==> src/rtl/shift_issue_stage.sv <==
// shift_issue_stage: decodes shift instructions and presents them to the shifter through a 2-entry skid buffer
module shift_issue_stage #(
    parameter int CNT_W = 16
) (
    input  logic             i_clk,
    input  logic             i_rst_n,
    input  logic             i_flush,
    input  logic             i_valid,
    output logic             o_ready,
    input  logic [2:0]       i_funct3,
    input  logic [6:0]       i_funct7,
    input  logic             i_use_imm,
    input  logic [31:0]      i_rs1,
    input  logic [31:0]      i_rs2,
    input  logic [11:0]      i_imm,
    output logic             o_valid,
    input  logic             i_ready,
    output logic [31:0]      o_shf_data,
    output logic [4:0]       o_shf_shamt,
    output logic [1:0]       o_shf_op,
    output logic             o_illegal,
    output logic [CNT_W-1:0] o_issue_cnt
);
    logic [6:0]  w_f7;
    logic        w_sll;
    logic        w_srl;
    logic        w_sra;
    logic        w_legal;
    logic [1:0]  w_op;
    logic [4:0]  w_shamt;
    logic [31:0] w_data;
    logic        w_accept;
    logic        w_fire;
    logic        w_unused;

    logic             r_out_v;
    logic [31:0]      r_out_data;
    logic [4:0]       r_out_shamt;
    logic [1:0]       r_out_op;
    logic             r_out_ill;
    logic             r_sk_v;
    logic [31:0]      r_sk_data;
    logic [4:0]       r_sk_shamt;
    logic [1:0]       r_sk_op;
    logic             r_sk_ill;
    logic             r_ready;
    logic [CNT_W-1:0] r_cnt;

    assign w_unused = ^i_rs2[31:5];
    assign w_f7     = i_use_imm ? i_imm[11:5] : i_funct7;
    assign w_sll    = (i_funct3 == 3'b001) && (w_f7 == 7'b0000000);
    assign w_srl    = (i_funct3 == 3'b101) && (w_f7 == 7'b0000000);
    assign w_sra    = (i_funct3 == 3'b101) && (w_f7 == 7'b0100000);
    assign w_legal  = w_sll || w_srl || w_sra;
    assign w_op     = w_sra ? 2'b10 : (w_srl ? 2'b01 : 2'b00);
    assign w_shamt  = w_legal ? (i_use_imm ? i_imm[4:0] : i_rs2[4:0]) : 5'd0;
    assign w_data   = w_legal ? i_rs1 : 32'd0;
    assign w_accept = i_valid && r_ready;
    assign w_fire   = r_out_v && i_ready;

    // Output register and skid register; skid drains into OUT whenever OUT frees up
    always_ff @(posedge i_clk or negedge i_rst_n) begin
        if (!i_rst_n) begin
            r_out_v     <= 1'b0;
            r_out_data  <= '0;
            r_out_shamt <= '0;
            r_out_op    <= '0;
            r_out_ill   <= 1'b0;
            r_sk_v      <= 1'b0;
            r_sk_data   <= '0;
            r_sk_shamt  <= '0;
            r_sk_op     <= '0;
            r_sk_ill    <= 1'b0;
            r_ready     <= 1'b1;
        end else if (i_flush) begin
            r_out_v <= 1'b0;
            r_sk_v  <= 1'b0;
            r_ready <= 1'b1;
        end else if (!r_out_v || w_fire) begin
            if (r_sk_v) begin
                r_out_v     <= 1'b1;
                r_out_data  <= r_sk_data;
                r_out_shamt <= r_sk_shamt;
                r_out_op    <= r_sk_op;
                r_out_ill   <= r_sk_ill;
                r_sk_v      <= 1'b0;
                r_ready     <= 1'b1;
            end else if (w_accept) begin
                r_out_v     <= 1'b1;
                r_out_data  <= w_data;
                r_out_shamt <= w_shamt;
                r_out_op    <= w_op;
                r_out_ill   <= !w_legal;
            end else begin
                r_out_v <= 1'b0;
            end
        end else if (w_accept) begin
            r_sk_v     <= 1'b1;
            r_sk_data  <= w_data;
            r_sk_shamt <= w_shamt;
            r_sk_op    <= w_op;
            r_sk_ill   <= !w_legal;
            r_ready    <= 1'b0;
        end
    end

    // Count legal entries handed to the shifter, including fires in a flush cycle
    always_ff @(posedge i_clk or negedge i_rst_n) begin
        if (!i_rst_n)
            r_cnt <= '0;
        else if (w_fire && !r_out_ill)
            r_cnt <= r_cnt + 1'b1;
    end

    assign o_ready     = r_ready;
    assign o_valid     = r_out_v;
    assign o_shf_data  = r_out_data;
    assign o_shf_shamt = r_out_shamt;
    assign o_shf_op    = r_out_op;
    assign o_illegal   = r_out_ill;
    assign o_issue_cnt = r_cnt;
endmodule
==> config.mk <==
export PLATFORM = sky130hd
export DESIGN_NAME = shift_issue_stage
export DESIGN_NICKNAME = d
export VERILOG_FILES = /design/src/rtl/shift_issue_stage.sv
export SDC_FILE = /design/constraint.sdc
export NUM_CORES = 1
export LEC_CHECK = 0
export BUFFER_PORTS_ARGS = -buffer_cell sky130_fd_sc_hd__buf_2
export CAP_MARGIN = 20
export CORE_UTILIZATION = 26
export DETAILED_ROUTE_END_ITERATION = 6
export RECOVER_POWER = 100
export REMOVE_ABC_BUFFERS = 1
export SYNTH_ARGS = -nofsm -noshare
export SYNTH_HDL_FRONTEND = slang
export SYNTH_SLANG_ARGS = --single-unit
export TNS_END_PERCENT = 20
==> constraint.sdc <==
create_clock -name i_clk -period 5.4 [get_ports i_clk]
set_input_delay 0.27 -clock i_clk [delete_from_list [all_inputs] [get_ports i_clk]]
set_output_delay 0.27 -clock i_clk [all_outputs]
set_load 0.01 [all_outputs]
Word level (Yosys, flattened, before mapping). Cells that the tools add are included.

Reduce and logical (&&, ||, !) cells: 19. $add $sub $neg: 1. Eq/ne operators: 4. Mux-type cells: 25. Bitwise logic cells: 2.

Operator list (count): $mux 32 (3); $mux 5 (4); $add 16x1->16 const B (1); $mux 1 (14); $eq 7x6->1 const B (1); $logic_not 7->1 (1); $mux 7 (1); $logic_and 1x1->1 (6); $mux 2 (3); $reduce_and 3->1 (2); $reduce_bool 2->1 (2); $eq 3x1->1 const B (1); $eq 3x3->1 const B (1); $logic_not 1->1 (3); $logic_or 1x1->1 (3); $ne 3x3->1 const B (1); $reduce_bool 3->1 (1); $not 1->1 (2); $reduce_and 2->1 (1).

Bits in registers: 99. Bits of input ports: 92. Output and inout port bits: 58. Word-level logic and storage cells: 63.

Depth between registers and ports, before layout. Gate-level depths: netlist of run 1.

Depth after elaboration: 8. Depth in mapped cells: 7. Gate-level depth less buffers: 5.

Worst setup path before layout of run 1. Ideal clock, no wire load.

Path type: reg-to-reg. Start point: reg r_ready (netlist: o_ready). End point: reg r_out_data[4] (netlist: o_shf_data[4]). Setup time: 0.133 ns. Required time: 5.267 ns. Clock period less this slack: 1.900 ns. Buffers on the path: 2. Data arrival time: 1.767 ns. Stages on the path, launching flop included: 7. Slack: 3.500 ns. Path through: dfstp_2 > a21oi_1 > nor3_1 > buf_2 > buf_1 > mux2i_1 > o21ai_0.

Cells in the longest elaborated chain, start to end: 3.

Ends and longest elaborated chain: from (decl) (RTL line 46) `logic r_ready;`; from (signal assigned) (RTL line 74) `r_ready <= 1'b1;`; from (signal assigned) (RTL line 78) `r_ready <= 1'b1;`; from (signal assigned) (RTL line 87) `r_ready <= 1'b1;`; $logic_and 1x1->1 (RTL line 58) `assign w_accept = i_valid && r_ready;`; $reduce_bool 2->1 (no line); $reduce_and 3->1 (no line); to (signal assigned) (RTL line 82) `r_out_data <= r_sk_data;`; to (signal assigned) (RTL line 90) `r_out_data <= w_data;`; to (decl) (RTL line 37) `logic [31:0] r_out_data;`.

No other way between the ends. A chain may end at the register's enable or synchronous reset.

==> flow_summary_export.csv, run 1 <==
group,metric,value,unit
status,status,"finished, violations left",
status,violations,"design-rule violations, max-capacitance violations, max-slew violations",
placed_design,dp.cells,798,
clocking,clock_latency,0.35,ns
layout,drive_gt1_frac,0.171,
placed_design,io_buffers,122,
timing,timing.hold.ws,0.163,ns
power_and_ir_drop,power_switching_share,0.264,
timing,relSlewSlack,-0.799,
floorplanning,ioPinCount,150,
yosys,yosys.area.top_type,"dfrtp_1",
layout,fill_cells,1983,
floorplanning,core_area,18100,um2
flow_run,maxCapViolCount,3,
power_and_ir_drop,power.density,267,nW/um2
placed_design,gp_congestion,0.701,
timing,max_freq,318,MHz
setup_path,start_kind,"input port",
timing,final.min_clock_period,3.14,ns
yosys,synth_area_leaders,"dfrtp_1, mux2i_1, nand2_1",
layout,fin_area,5800,um2
clocking,cts_buffers,9,
clocking,holdBufCountCts,1,
setup_path,slowest_stage,"clkbuf_1",
yosys,syn_area,4860,um2
setup_path,critPathLaunch,"i_rst_n",
grt,grt_pass1_wl,18.4,mm
grt,grt_max_degree,77,
placed_design,pre_cts_ws,2.57,ns
floorplanning,row_count,49,
yosys,ys_warn_count,0,
route,wl_per_cell,13.2,um
power_and_ir_drop,p_comb_frac,0.093,
timing,min_period_over_period,0.582,
floorplanning,dieArea,19300,um2
worst_hold_path,hp-class,"in -> reg",
timing,hold_viol,0,
grt,grt.total_usage,0.118,
route,drc,10,
clocking,cts_tree,"done",
layout,stdcell_count,815,
timing,drv_slew,175,
setup_path,critPathMaxFanout,50,
layout,syn_to_final_growth,19.3,%
power_and_ir_drop,p_sw,409,uW
power_and_ir_drop,p_leak,2.43,nW
power_and_ir_drop,clkPwrFrac,0.405,
grt,grt_overflow,0,
timing,worst_slack,2.26,ns
timing,worst_slew_pin_slew,2.70,ns
layout,fin_util,0.320,
timing,clock_skew,0.0120,ns
floorplanning,die_height,139,um
placed_design,dp_hpwl,6.96,mm
setup_path,cp_cell_sequence,"dlygate4sd3_1 > clkbuf_1 > buf_4",
clocking,clkTransAtPathRegs,0.08,ns
route,drtAntennaViolNets,0,
floorplanning,start_util,0.268,
setup_path,critPathKind,"in -> async",
layout,mostFrequentLayoutCells,"dfrtp_1, nand2_1, o21ai_0",
grt,grt_pass1_vias,3616,
timing,setup_viol,0,
route,routed_wl,10.8,mm
clocking,cts.repair.resized,0,
clocking,cts_max_level,3,
clocking,root_buffer,"clkbuf_16",
power_and_ir_drop,max-vdd-ir-drop,0.131,mV
layout,final_common_cell,"dfrtp_1",
placed_design,place_area,5650,um2
yosys,ys_seq_elements,99,
yosys,yosys.area.top_type_share,0.504,
yosys,syn_avg_cell_area,10.3,um2
timing,setup_tns,0,ns
yosys,synth_cell_types,42,
power_and_ir_drop,power.internal,1.14,mW
setup_path,slowest_delay,1.90,ns
clocking,cts.path.max_buffers,2,
yosys,ys_seq_area_frac,0.510,
clocking,post-cts-setup-buffer-count,0,
floorplanning,die_x,139,um
setup_path,critPathCaptureType,"async pin",
power_and_ir_drop,pwr-share-seq,0.502,
setup_path,reg2reg_from,"r_sk_v",
worst_hold_path,min_from,"i_rs1[25]",
power_and_ir_drop,p_total,1.55,mW
timing,rsz0062_at_grt,"false",
setup_path,required,5.79,ns
route,dr.first_iter.drc_count,163,
clocking,cts.sinks,99,
layout,antennaDiodeCount,0,
route,vias,3656,
route,via_per_inst,4.49,
layout,fin_nets,674,
yosys,syn_inst,474,
route,drtPass1Iterations,7,
setup_path,cp.arrival,3.53,ns
grt,antenna_found_initial,0,
[synth_stat cells (all sizes together)]
cell	count
dfstp	1
and4	3
o31ai	4
inv	2
xnor2	13
nor3b	1
nand3b	33
a211o	1
xor2	2
nor3	5
o21ai	74
nor4	1
o211a	1
a21oi	2
and2	39
or4	1
dfrtp	98
nand2b	4
buf	9
mux2	5
nand2	81
or3	1
and3	4
nor2	3
nand4b	1
nand3	4
mux2i	41
o22ai	2
or4b	1
ha	1
nor2b	2
or2	2
nand4	9
clkbuf	23
[path summary, 6_finish.rpt]
path                                  end  slack (ns)  cells past startpoint
min in group asynchronous   r_sk_data[16]        1.31                      2
max reg2reg                o_shf_shamt[1]        2.40                      3
max in group i_clk         o_shf_shamt[1]        2.40                      3
max                                r_sk_v        2.26                      3
min reg2reg                 r_sk_shamt[4]        0.47                      2
min                         r_sk_data[25]        0.16                      3
[area by class of cell]
| type | count | area [um2] | share of cell area |
|---|---|---|---|
| sequential | 99 | 2480 | 0.427 |
| tap | 229 | 287 | 0.0494 |
| multi-input combinational | 341 | 2160 | 0.373 |
| clock buffer | 9 | 225 | 0.0388 |
| inverter | 2 | 7.51 | 0.00129 |
| timing repair buffer | 128 | 581 | 0.100 |
| clock inverter | 7 | 60.1 | 0.0103 |
[cell families (layout without fill, tap and decap cells)]
| family | count (synthesis) | after routing | synth area share |
|---|---|---|---|
| AOI/OAI and AO/OA | 84 | 84 | 0.110 |
| and+or+nand+nor | 195 | 195 | 0.220 |
| xor gates and xnor gates | 15 | 15 | 0.0270 |
| buffers and inverters | 34 | 146 | 0.0345 |
| muxes | 46 | 46 | 0.0959 |
| adders and majority gates | 1 | 1 | 0.00257 |
| DFF | 99 | 99 | 0.510 |
[per-layer routing]
layer | vias up | global-route usage | share of wire
li1 | 1846 | - | -
met1 | 1716 | 0.155 | 0.49
met2 | 88 | 0.190 | 0.45
met3 | 6 | 0.0325 | 0.049
met4 | 0 | 0.0351 | 0.0095
met5 | - | 0 | 0
[state kept, by name (all words and copies together) (netlist names), 2 cells and up]
| register | cells |
|---|---|
| r_sk_data | 32 |
| r_sk_op | 2 |
| r_sk_shamt | 5 |
| o_issue_cnt | 16 |
| o_shf_data | 32 |
| o_shf_op | 2 |
| o_shf_shamt | 5 |
[critical path: cells and delay by family]
kind                   cells  cell delay, ns
buffers and inverters      3            3.22
[power by group through the flow]
stage,combinational [mW],clock (mW),sequential (mW)
after floorplan,0.0743,0,0.799
after global placement,0.150,0,0.791
after detailed placement,0.152,0,0.792
after CTS,0.153,0.657,0.778
after global routing,0.162,0.680,0.783
final,0.144,0.627,0.778
(Power assumes the default switching activity.)
==> inputs of run 2 (changes only) <==
- clock period: 5.4 -> 2.7 ns (I/O delays scaled with it)
==> run 2 against run 1 <==
The run ends with design-rule violations left. Via count up 0.57%. Critical path depth unchanged. Count of clock-buffer cells in the layout is 2 higher. Cell count is 0.25% higher. Register-to-register slack worse by 1.7 ns. Sequential power rose by 99%. Sequential cell count is the same. Combinational power rose by 110%. Design area increased by 1.1%. Die area is the same. Non-clock buffer count increased by 2. Largest power group unchanged. Utilization grew 0.36 points.
==> flow_summary_export.csv, run 2 (synthesized netlist as in run 1, its figures left out) <==
group,metric,value,unit
route,via_per_inst,4.50,
power_and_ir_drop,p_total,3.12,mW
clocking,cts.repair.resized,0,
floorplanning,row_count,49,
worst_hold_path,min_from,"i_rs1[16]",
timing,relSlewSlack,0.160,
grt,grt_max_degree,77,
status,violations,"design-rule violations",
power_and_ir_drop,clkPwrFrac,0.407,
clocking,cts.path.max_buffers,2,
placed_design,dp_hpwl,7.07,mm
timing,worst_slack,0.666,ns
route,drc,10,
timing,rsz0062_at_grt,"false",
setup_path,critPathKind,"reg -> reg",
timing,worst_slew_pin_slew,1.26,ns
setup_path,reg2reg_from,"o_ready",
route,drtAntennaViolNets,0,
timing,drv_slew,0,
grt,antenna_found_initial,0,
route,wl_per_cell,13.5,um
power_and_ir_drop,pwr-share-seq,0.499,
timing,setup_tns,0,ns
route,vias,3677,
grt,grt.total_usage,0.121,
setup_path,start_kind,"flip-flop",
setup_path,critPathMaxFanout,46,
clocking,clock_latency,0.35,ns
floorplanning,die_x,139,um
setup_path,cp_cell_sequence,"nand2_1 > or3_2 > o31ai_1",
layout,syn_to_final_growth,20.7,%
setup_path,critPathCaptureType,"flip-flop",
power_and_ir_drop,p_sw,794,uW
grt,grt_pass1_wl,18.7,mm
route,wl_met2,5.07,mm
setup_path,required,2.95,ns
power_and_ir_drop,p_comb_frac,0.095,
setup_path,crit_buf_inv,0,
clocking,clkTransAtPathRegs,0.07,ns
timing,max_freq,492,MHz
floorplanning,ioPinCount,150,
route,drtPass1Iterations,7,
setup_path,path_delay_family,"simple AND/OR/NAND/NOR gates",
route,dr.first_iter.drc_count,157,
placed_design,pre_cts_ws,0.459,ns
clocking,cts_max_level,3,
placed_design,dp.cells,800,
setup_path,cp.arrival,2.29,ns
grt,grt_pass1_vias,3687,
status,status,"finished, violations left",
layout,drive_gt1_frac,0.177,
power_and_ir_drop,power.density,531,nW/um2
power_and_ir_drop,power.internal,2.32,mW
route,routed_wl,11.0,mm
layout,regArea,2480,um2
route,highest_layer,"met4",
setup_path,reg2regPathDepth,3,
placed_design,io_buffers,122,
layout,final_common_cell,"dfrtp_1",
timing,setup_viol,0,
clocking,cts_tree,"done",
power_and_ir_drop,power_switching_share,0.255,
layout,mostFrequentLayoutCells,"dfrtp_1, nand2_1, o21ai_0",
power_and_ir_drop,max-vdd-ir-drop,0.262,mV
worst_hold_path,min_to,"r_sk_data[16]",
setup_path,timing.rr.end,"r_sk_op[1]",
grt,grt_overflow,0,
flow_run,maxCapViolCount,0,
floorplanning,start_util,0.268,
power_and_ir_drop,p_leak,2.48,nW
timing,final.min_clock_period,2.03,ns
floorplanning,die_height,139,um
worst_hold_path,hp-class,"in -> reg",
route,m1WireLength,5.32,mm
layout,fill_cells,1955,
floorplanning,core_area,18100,um2
setup_path,slowest_stage,"or3_2",
setup_path,slowest_delay,0.85,ns
layout,antennaDiodeCount,0,
worst_hold_path,whs_path_depth,3,
layout,stdcell_count,817,
layout,fin_nets,676,
timing,hold_viol,0,
setup_path,regToRegSetupSlack,0.67,ns
clocking,cts.sinks,99,
timing,min_period_over_period,0.753,
clocking,root_buffer,"clkbuf_16",
floorplanning,dieArea,19300,um2
clocking,cts_buffers,9,
timing,clock_skew,0.0115,ns
placed_design,gp_congestion,0.720,
layout,multiInputGateArea,2160,um2
route,dr_wl_met3,465,um
run 2: cell count changes in the layout (fill, tap and decap cells not counted), moves of 2 or more:
| cell | delta |
|---|---|
| and2_0 | -9 |
| and2_1 | +9 |
| buf_12 | +4 |
| buf_4 | -3 |
| clkbuf_2 | +3 |
| clkbuf_1 | -2 |
| clkbuf_8 | +2 |
| clkinvlp_4 | -2 |
| inv_8 | -2 |
run 2: timing repair:
action	4_1_cts	5_1_grt
hold buffers	1	0
buffers inserted	0	0
endpoints found under the hold margin	46	0
run 2: layout make-up:
| class | instances | share of cell area |
|---|---|---|
| multi-input combinational | 341 | 0.368 |
| inverter | 2 | 0.00128 |
| clock buffer | 11 | 0.0431 |
| sequential | 99 | 0.423 |
| timing repair buffer | 130 | 0.110 |
| clock inverter | 5 | 0.00618 |
| tap | 229 | 0.0488 |
run 2: power by group through the flow:
stage | Clock (mW) | Combinational [mW] | Sequential (mW)
2_1_floorplan | 0 | 0.149 | 1.60
3_3_place_gp | 0 | 0.309 | 1.58
3_5_place_dp | 0 | 0.313 | 1.58
4_1_cts | 1.32 | 0.314 | 1.55
5_1_grt | 1.37 | 0.336 | 1.56
6_report | 1.27 | 0.296 | 1.55
run 2: worst register-to-register path, cell delays in order, from the launching register on:
cell and delay [ns]:
dfstp_1 0.58, nand2_1 0.14, or3_2 0.85, o31ai_1 0.38
run 2: worst max path at each step:
stage,start,endpoint,slack (ns),cells after the start
final,o_ready,r_sk_op[1],0.67,3
after floorplan,r_sk_v,o_shf_op[1],-5.32,4
after detailed placement,i_use_imm,o_shf_data[31],0.46,6
after global placement,i_use_imm,r_sk_data[17],0.54,6
after CTS,o_ready,r_sk_op[1],0.68,3
after global routing,r_sk_v,o_shf_op[1],0.44,3
run 2: per-layer routing:
metal | GRT usage | vias to the layer above
met5 | 0 | -
met4 | 0.0474 | 0
met3 | 0.0259 | 11
met2 | 0.198 | 82
met1 | 0.157 | 1741
li1 | - | 1843
run 2: per-stage QoR:
step / utilization / hold WS [ns] / area, um2
after global routing: 0.323 / 0.0254 / 5870
after global placement: 0.315 / 0.205 / 5720
after detailed placement: 0.315 / 0.218 / 5720
after CTS: 0.332 / 0.00597 / 6020
final: 0.323 / 0.0374 / 5870
after floorplan: - / -0.161 / 4700
